`config.mk`:
```
export PLATFORM = sky130hd
export DESIGN_NAME = wide_imm_loader
export DESIGN_NICKNAME = d
export VERILOG_FILES = /design/src/rtl/wide_imm_pkg.sv /design/src/rtl/wide_imm_loader_hw_merge.sv /design/src/rtl/wide_imm_loader.sv
export SDC_FILE = /design/constraint.sdc
export NUM_CORES = 1
export LEC_CHECK = 0
export ABC_CLOCK_PERIOD_IN_PS = 4700
export BUFFER_PORTS_ARGS = -buffer_cell sky130_fd_sc_hd__buf_2
export CORE_UTILIZATION = 47
export DETAILED_ROUTE_END_ITERATION = 12
export MAX_ROUTING_LAYER = met4
export PLACE_DENSITY = 0.79
export SLEW_MARGIN = 0
export SYNTH_ARGS = -nofsm -noshare
export SYNTH_HDL_FRONTEND = slang
export SYNTH_HIERARCHICAL = 1
export SYNTH_SLANG_ARGS = --single-unit
```
`constraint.sdc`:
```
create_clock -name clk -period 4.7 [get_ports clk]
set_clock_uncertainty 0.15 [all_clocks]
set_input_delay 0.235 -clock clk [delete_from_list [all_inputs] [get_ports clk]]
set_output_delay 0.235 -clock clk [all_outputs]
set_load 0.01 [all_outputs]
```
`src/rtl/wide_imm_pkg.sv`:
```
// wide_imm_pkg: shared types and helpers for the wide immediate loader.
//   wil_state_t  : sequencer states (IDLE, STEP, DONE)
//   WIL_HW       : halfword width (16)
//   WIL_NSTEP    : halfwords per 64-bit constant (4)
//   hw_mask(k)   : 64-bit mask selecting halfword k
//   hw_sel(v,k)  : extract halfword k of v
//   next_nz(v,k) : {found, idx} of the lowest nonzero halfword of v with
//                  index above k (used only when WIDE_IMM_SKIP_ZERO_EN is set)
package wide_imm_pkg;

  localparam int WIL_HW    = 16;
  localparam int WIL_NSTEP = 4;

  typedef enum logic [1:0] {
    IDLE = 2'd0,
    STEP = 2'd1,
    DONE = 2'd2
  } wil_state_t;

  function automatic logic [63:0] hw_mask(input logic [1:0] k);
    return 64'h0000_0000_0000_FFFF << {k, 4'b0000};
  endfunction

  function automatic logic [15:0] hw_sel(input logic [63:0] v, input logic [1:0] k);
    return v[{k, 4'b0000} +: 16];
  endfunction

  function automatic logic [2:0] next_nz(input logic [63:0] v, input logic [1:0] k);
    logic       found;
    logic [1:0] idx;
    found = 1'b0;
    idx   = 2'd0;
    // Walk downwards so the last hit kept is the lowest qualifying index.
    for (int i = 3; i >= 1; i--) begin
      if ((2'(i) > k) && (hw_sel(v, 2'(i)) != 16'h0000)) begin
        found = 1'b1;
        idx   = 2'(i);
      end
    end
    return {found, idx};
  endfunction

endpackage

```
`src/rtl/wide_imm_loader_hw_merge.sv`:
```
// hw_merge: combinational halfword merge into the accumulator.
//   acc      : current accumulator
//   mov_data : transposer output for this step
//   k        : halfword index being written
//   merged   : acc with halfword k replaced by mov_data's halfword k
// Only the selected halfword of mov_data is used; the transposer leaves the
// other bits undefined on MOVK steps.
module hw_merge
  import wide_imm_pkg::*;
(
  input  logic [63:0] acc,
  input  logic [63:0] mov_data,
  input  logic [1:0]  k,
  output logic [63:0] merged
);

  logic [63:0] mask_s;

  // Masked replace of one halfword.
  always_comb begin
    mask_s = hw_mask(k);
    merged = (acc & ~mask_s) | (mov_data & mask_s);
  end

endmodule

```
`src/rtl/wide_imm_loader.sv`:
```
// wide_imm_loader: builds a 64-bit constant by sequencing MOVZ/MOVK steps
// through an external halfword transposer and merging each result.
// Ports:
//   clk, reset            : clock, asynchronous active-high reset
//   start_valid/ready     : request handshake; target sampled on accept
//   target                : constant to build
//   flush                 : synchronous abort back to IDLE, no done
//   mov_valid/fixed/shamt/clear : transposer operands (registered, 0 when idle)
//   mov_data              : transposer result, combinational from mov_*
//   busy                  : high in STEP and DONE
//   done                  : one-cycle completion pulse
//   result                : accumulator, valid when done is high
// Configuration macro: WIDE_IMM_SKIP_ZERO_EN -- when defined, MOVK steps for
// zero halfwords 1..3 are skipped (MOVZ already zeroed them).
module wide_imm_loader
  import wide_imm_pkg::*;
#(
  parameter int DW = 64,
  parameter int HW = 16
) (
  input  logic          clk,
  input  logic          reset,
  input  logic          start_valid,
  output logic          start_ready,
  input  logic [DW-1:0] target,
  input  logic          flush,
  output logic          mov_valid,
  output logic [HW-1:0] mov_fixed,
  output logic [1:0]    mov_shamt,
  output logic          mov_clear,
  input  logic [DW-1:0] mov_data,
  output logic          busy,
  output logic          done,
  output logic [DW-1:0] result
);

  wil_state_t    state_q, state_d;
  logic [63:0]   tgt_q, tgt_d;
  logic [63:0]   acc_q, acc_d;
  logic [1:0]    k_q, k_d;
  logic          mov_valid_q, mov_valid_d;
  logic [15:0]   mov_fixed_q, mov_fixed_d;
  logic [1:0]    mov_shamt_q, mov_shamt_d;
  logic          mov_clear_q, mov_clear_d;
  logic          busy_q, busy_d;
  logic          done_q, done_d;

  logic          accept_s;
  logic          nxt_found_s;
  logic [1:0]    nxt_k_s;
  logic [63:0]   merged_s;

  assign start_ready = (state_q == IDLE) & ~flush;
  assign accept_s    = start_valid & start_ready;

`ifdef WIDE_IMM_SKIP_ZERO_EN
  assign {nxt_found_s, nxt_k_s} = next_nz(tgt_q, k_q);
`else
  assign nxt_found_s = (k_q != 2'd3);
  assign nxt_k_s     = k_q + 2'd1;
`endif

  hw_merge u_merge (
    .acc      (acc_q),
    .mov_data (mov_data),
    .k        (k_q),
    .merged   (merged_s)
  );

  // Next-state, accumulator and registered output decode.
  always_comb begin
    state_d = state_q;
    tgt_d   = tgt_q;
    k_d     = k_q;
    acc_d   = acc_q;
    case (state_q)
      IDLE: begin
        if (accept_s) begin
          state_d = STEP;
          tgt_d   = target;
          k_d     = 2'd0;
          acc_d   = 64'd0;
        end else begin
          state_d = IDLE;
        end
      end
      STEP: begin
        if (flush) begin
          // Abort leaves the partial accumulator untouched.
          state_d = IDLE;
        end else begin
          acc_d = merged_s;
          if (nxt_found_s) begin
            k_d = nxt_k_s;
          end else begin
            state_d = DONE;
          end
        end
      end
      DONE: begin
        state_d = IDLE;
      end
      default: begin
        state_d = IDLE;
      end
    endcase

    // Outputs are decoded from the next state so they register in step.
    if (state_d == STEP) begin
      mov_valid_d = 1'b1;
      mov_fixed_d = hw_sel(tgt_d, k_d);
      mov_shamt_d = k_d;
      mov_clear_d = (k_d == 2'd0);
    end else begin
      mov_valid_d = 1'b0;
      mov_fixed_d = 16'h0000;
      mov_shamt_d = 2'd0;
      mov_clear_d = 1'b0;
    end
    busy_d = (state_d != IDLE);
    done_d = (state_d == DONE);
  end

  // State and output registers.
  always_ff @(posedge clk or posedge reset) begin
    if (reset) begin
      state_q     <= IDLE;
      tgt_q       <= 64'd0;
      acc_q       <= 64'd0;
      k_q         <= 2'd0;
      mov_valid_q <= 1'b0;
      mov_fixed_q <= 16'h0000;
      mov_shamt_q <= 2'd0;
      mov_clear_q <= 1'b0;
      busy_q      <= 1'b0;
      done_q      <= 1'b0;
    end else begin
      state_q     <= state_d;
      tgt_q       <= tgt_d;
      acc_q       <= acc_d;
      k_q         <= k_d;
      mov_valid_q <= mov_valid_d;
      mov_fixed_q <= mov_fixed_d;
      mov_shamt_q <= mov_shamt_d;
      mov_clear_q <= mov_clear_d;
      busy_q      <= busy_d;
      done_q      <= done_d;
    end
  end

  assign mov_valid = mov_valid_q;
  assign mov_fixed = mov_fixed_q;
  assign mov_shamt = mov_shamt_q;
  assign mov_clear = mov_clear_q;
  assign busy      = busy_q;
  assign done      = done_q;
  assign result    = acc_q;

endmodule

```
==> run_results.csv <==
group,metric,value,unit
critical_path,worst-path-stages,7,
timing,fmax,0.331,GHz
floorplanning,die_y,126,µm
routing,drcViolationCount,0,
layout,fin_nets,1103,
yosys,synthSimpleGateAreaFrac,19.6,%
pwr,irDropWorstVdd,0.000290,V
floorplanning,io_pins,219,
clock_network,clockBufferDepth,2,
pwr,swShare,30.1,%
yosys,synth_warnings,6,
clock_network,numCtsBuffers,17,
yosys,synth_top_family_by_area,"simple AND/OR/NAND/NOR gates",
routing,antenna_left,0,
critical_path,critPathCapture,"mov_fixed[11]",
yosys,yosys.area_share.adder,0,%
floorplanning,core_region_area,0.0148,mm²
critical_path,slowest_delay,0.77,ns
critical_path,crit_chain,"nor3_4 -> nand2_1 -> buf_4 -> inv_2 -> mux2_2 -> o221ai_1 -> a31oi_1",
global_routing,antenna_found_initial,0,
floorplanning,design.die.area,0.0158,mm²
critical_path,slowest_stage,"inv_2",
pwr,power.internal,2.94,mW
critical_path,worstSetupStartpointType,"register",
pwr,pwr-share-seq,40.3,%
routing,routed_wl,20000,µm
routing,drt_iter0_drc,329,
yosys,muxShareOfSynthArea,16.5,%
clock_network,htree_levels,4,
hold_path,min-delay-start,"mov_data[63]",
pwr,switching_power,1.26,mW
hold_path,hold_class,"input port to register",
yosys,synth_common_cells,"nand2_1, dfrtp_1, mux2_2, nand3_1, mux2_4",
clock_network,insertion_delay,0.41,ns
floorplanning,start_util,48.9,%
timing,worstMarginPinSlew,1.04,ns
timing,fin_tns_setup,0,ns
critical_path,r2r-end,"mov_fixed[11]",
critical_path,cp.required,4.84,ns
critical_path,path_class,"register to register",
timing,hold_viol,0,
yosys,synth_cell_type_count,41,
status,run_status,"complete, no violations",
critical_path,cp_num_buf_inv,2,
clock_network,cts_tree,"done",
layout,synthToLayoutAreaGrowth,35.3,%
routing,wl_per_cell,17.2,µm
pwr,clkPwrFrac,33.6,%
floorplanning,rows,44,
routing,vias,6206,
yosys,synth_area_leaders,"dfrtp_1, nand2_1, mux2_2",
global_routing,grt_use_total,26.5,%
routing,dr.pass1.iters,7,
global_routing,first_global_vias,6000,
critical_path,critical-path-top-delay-family,"buffers and inverters",
pwr,leakage,5.21,nW
yosys,synth_edf_count,0,
pwr,power.density,431,mW/mm²
yosys,yosys.area_share.xor_xnor,0.121,%
yosys,synth_top_cell_area_share,53.5,%
timing,timing.hold.ws,0.0190,ns
critical_path,crit_start,"state_q[0]",
routing,via_per_inst,5.32,
place,place_congestion,0.834,
yosys,synth-main-ff-cell,"dfrtp_1",
floorplanning,die_x,126,µm
global_routing,grt-ovfl-total,0,
place,place_hpwl,12300,µm
clock_network,post_cts_buffers,0,
yosys,synth_most_common_cell,"nand2_1",
yosys,syn_area_per_cell,10.4,µm²
clock_network,cts-hold-fix-buffers,82,
timing,slew_viol_final,0,
yosys,synth_seq_cells,154,
layout,seq_area,0.00385,mm²
global_routing,grt_pass1_wl,31400,µm
layout,multi_input_area,0.00305,mm²
critical_path,worstSetupEndpointType,"register",
timing,min_period_over_period,64.2,%
place,numPortBuffers,218,
run,drv_cap,0,
critical_path,crit_arrival,3.16,ns
global_routing,grt_start_max_net_pins,117,
timing,rsz0062_at_grt,"no",
clock_network,cts_num_sinks,154,
yosys,synth_largest_area_cell,"dfrtp_1",
yosys,seq_area_frac_synth,53.5,%
critical_path,r2r_cells,7,
pwr,power_frac_comb,26.1,%
clock_network,cts-root-buf,"clkbuf_16",
clock_network,ctsResizeCount,0,
yosys,synthesis.area,0.00721,mm²
critical_path,r2r_start,"state_q[0]",
critical_path,critPathMaxFanout,48,
yosys,syn_inst,695,
yosys,synth_compound_area_share,5.85,%
timing,setup_viol_count_final,0,
timing,min_period,3.02,ns
yosys,syn-num-nets,827,
critical_path,r2r_setup_slack,1.68,ns
clock_network,clkTransAtPathRegs,0.06,ns
timing,slew_headroom,30.8,%
layout,layout-drive-gt1-share,37.1,%
yosys,async_reset_ff_share,100,%
layout,n_fill_cell,1113,
==> cells in the final DEF (no fill, tap or decap), types with 2 or more instances in the layout <==
| master | Yosys | layout |
|---|---|---|
| nand2_1 | 228 | 228 |
| dlygate4sd3_1 | 0 | 82 |
| nand3_1 | 65 | 65 |
| nand4_1 | 15 | 15 |
| o221ai_1 | 15 | 15 |
| clkbuf_8 | 0 | 3 |
| bufinv_16 | 0 | 3 |
| mux2_4 | 30 | 30 |
| nor2_1 | 4 | 3 |
| mux2_2 | 65 | 65 |
| buf_4 | 3 | 8 |
| inv_6 | 0 | 2 |
| a31oi_1 | 16 | 16 |
| buf_2 | 11 | 218 |
| dfrtp_1 | 154 | 154 |
| o22ai_1 | 2 | 2 |
| clkinvlp_4 | 0 | 4 |
| inv_2 | 1 | 2 |
| inv_1 | 6 | 4 |
| o21ai_0 | 16 | 15 |
| nor3_1 | 3 | 3 |
| nand2b_1 | 4 | 4 |
| clkbuf_16 | 0 | 17 |
==> routing by layer <==
metal  part of all wire, %  GRT usage, %  vias up
li1                      -             -     2927
met1                    44          33.8     2967
met2                    47          41.2      265
met3                   6.4          6.75       47
met4                   2.7          9.50        0
met5                     0             -        -
==> kinds of logic (layout without fill, tap and decap cells) <==
logic type | count (synthesis) | count (layout)
AO/OA/AOI/OAI | 58 | 58
multiplexers | 96 | 96
other | 0 | 1
buffers and inverters | 58 | 345
XOR/XNOR | 1 | 1
flip-flops | 154 | 154
AND/OR/NAND/NOR | 328 | 328
==> power groups by stage <==
stage	Clock, mW	Combinational (mW)	Sequential, mW
finish	1.41	1.10	1.69
global route	1.48	1.18	1.72
CTS	1.43	1.08	1.69
detailed placement	0	1.02	1.71
global placement	0	1.00	1.70
floorplan	0	0.727	1.70
==> tightest hold or removal path, stage by stage <==
cell     delay [ns]
buf_2          0.08
mux2_2         0.13
nand3_1        0.06
nand2_1        0.06
==> how the worst min path moves through the flow <==
stage	to	slack (ns)	depth (start not counted)
6_report	result[63]	0.02	4
5_1_grt	result[18]	0.009	4
4_1_cts	result[49]	0.0003	4
3_5_place_dp	tgt_q[55]	0.28	3
3_3_place_gp	tgt_q[55]	0.28	3
2_1_floorplan	tgt_q[32]	0.19	2
==> stage by stage <==
| stage | cells | power, mW | worst slack [ns] | area [µm²] | utilization (%) |
|---|---|---|---|---|---|
| 6_report | 1167 | 4.20 | 1.68 | 9750 | 66.1 |
| 4_1_cts | 1166 | 4.20 | 1.76 | 9750 | 66.1 |
| 3_3_place_gp | 1054 | 2.70 | 1.82 | 8320 | 56.4 |
| 3_5_place_dp | 1054 | 2.73 | 1.76 | 8320 | 56.4 |
| 5_1_grt | 1166 | 4.38 | 1.52 | 9750 | 66.1 |
| 2_1_floorplan | 695 | 2.43 | 0.165 | 7210 | - |
==> sequential cells by signal, indices dropped and copies added, names as in the netlist <==
name / count
k_q: 2
mov_clear: 1
result: 64
state_q: 2
mov_fixed: 16
mov_valid: 1
done: 1
busy: 1
mov_shamt: 2
tgt_q: 64
==> final cells by class <==
type                       instances  area share [%]
sequential                       154            39.5
multi-input combinational        483            31.3
timing repair buffer             308            20.2
clock buffer                      20            4.79
tap                              184            2.36
clock inverter                    10            1.46
inverter                           7           0.321
antenna                            1          0.0257
Power figures use the tool's default switching activity.
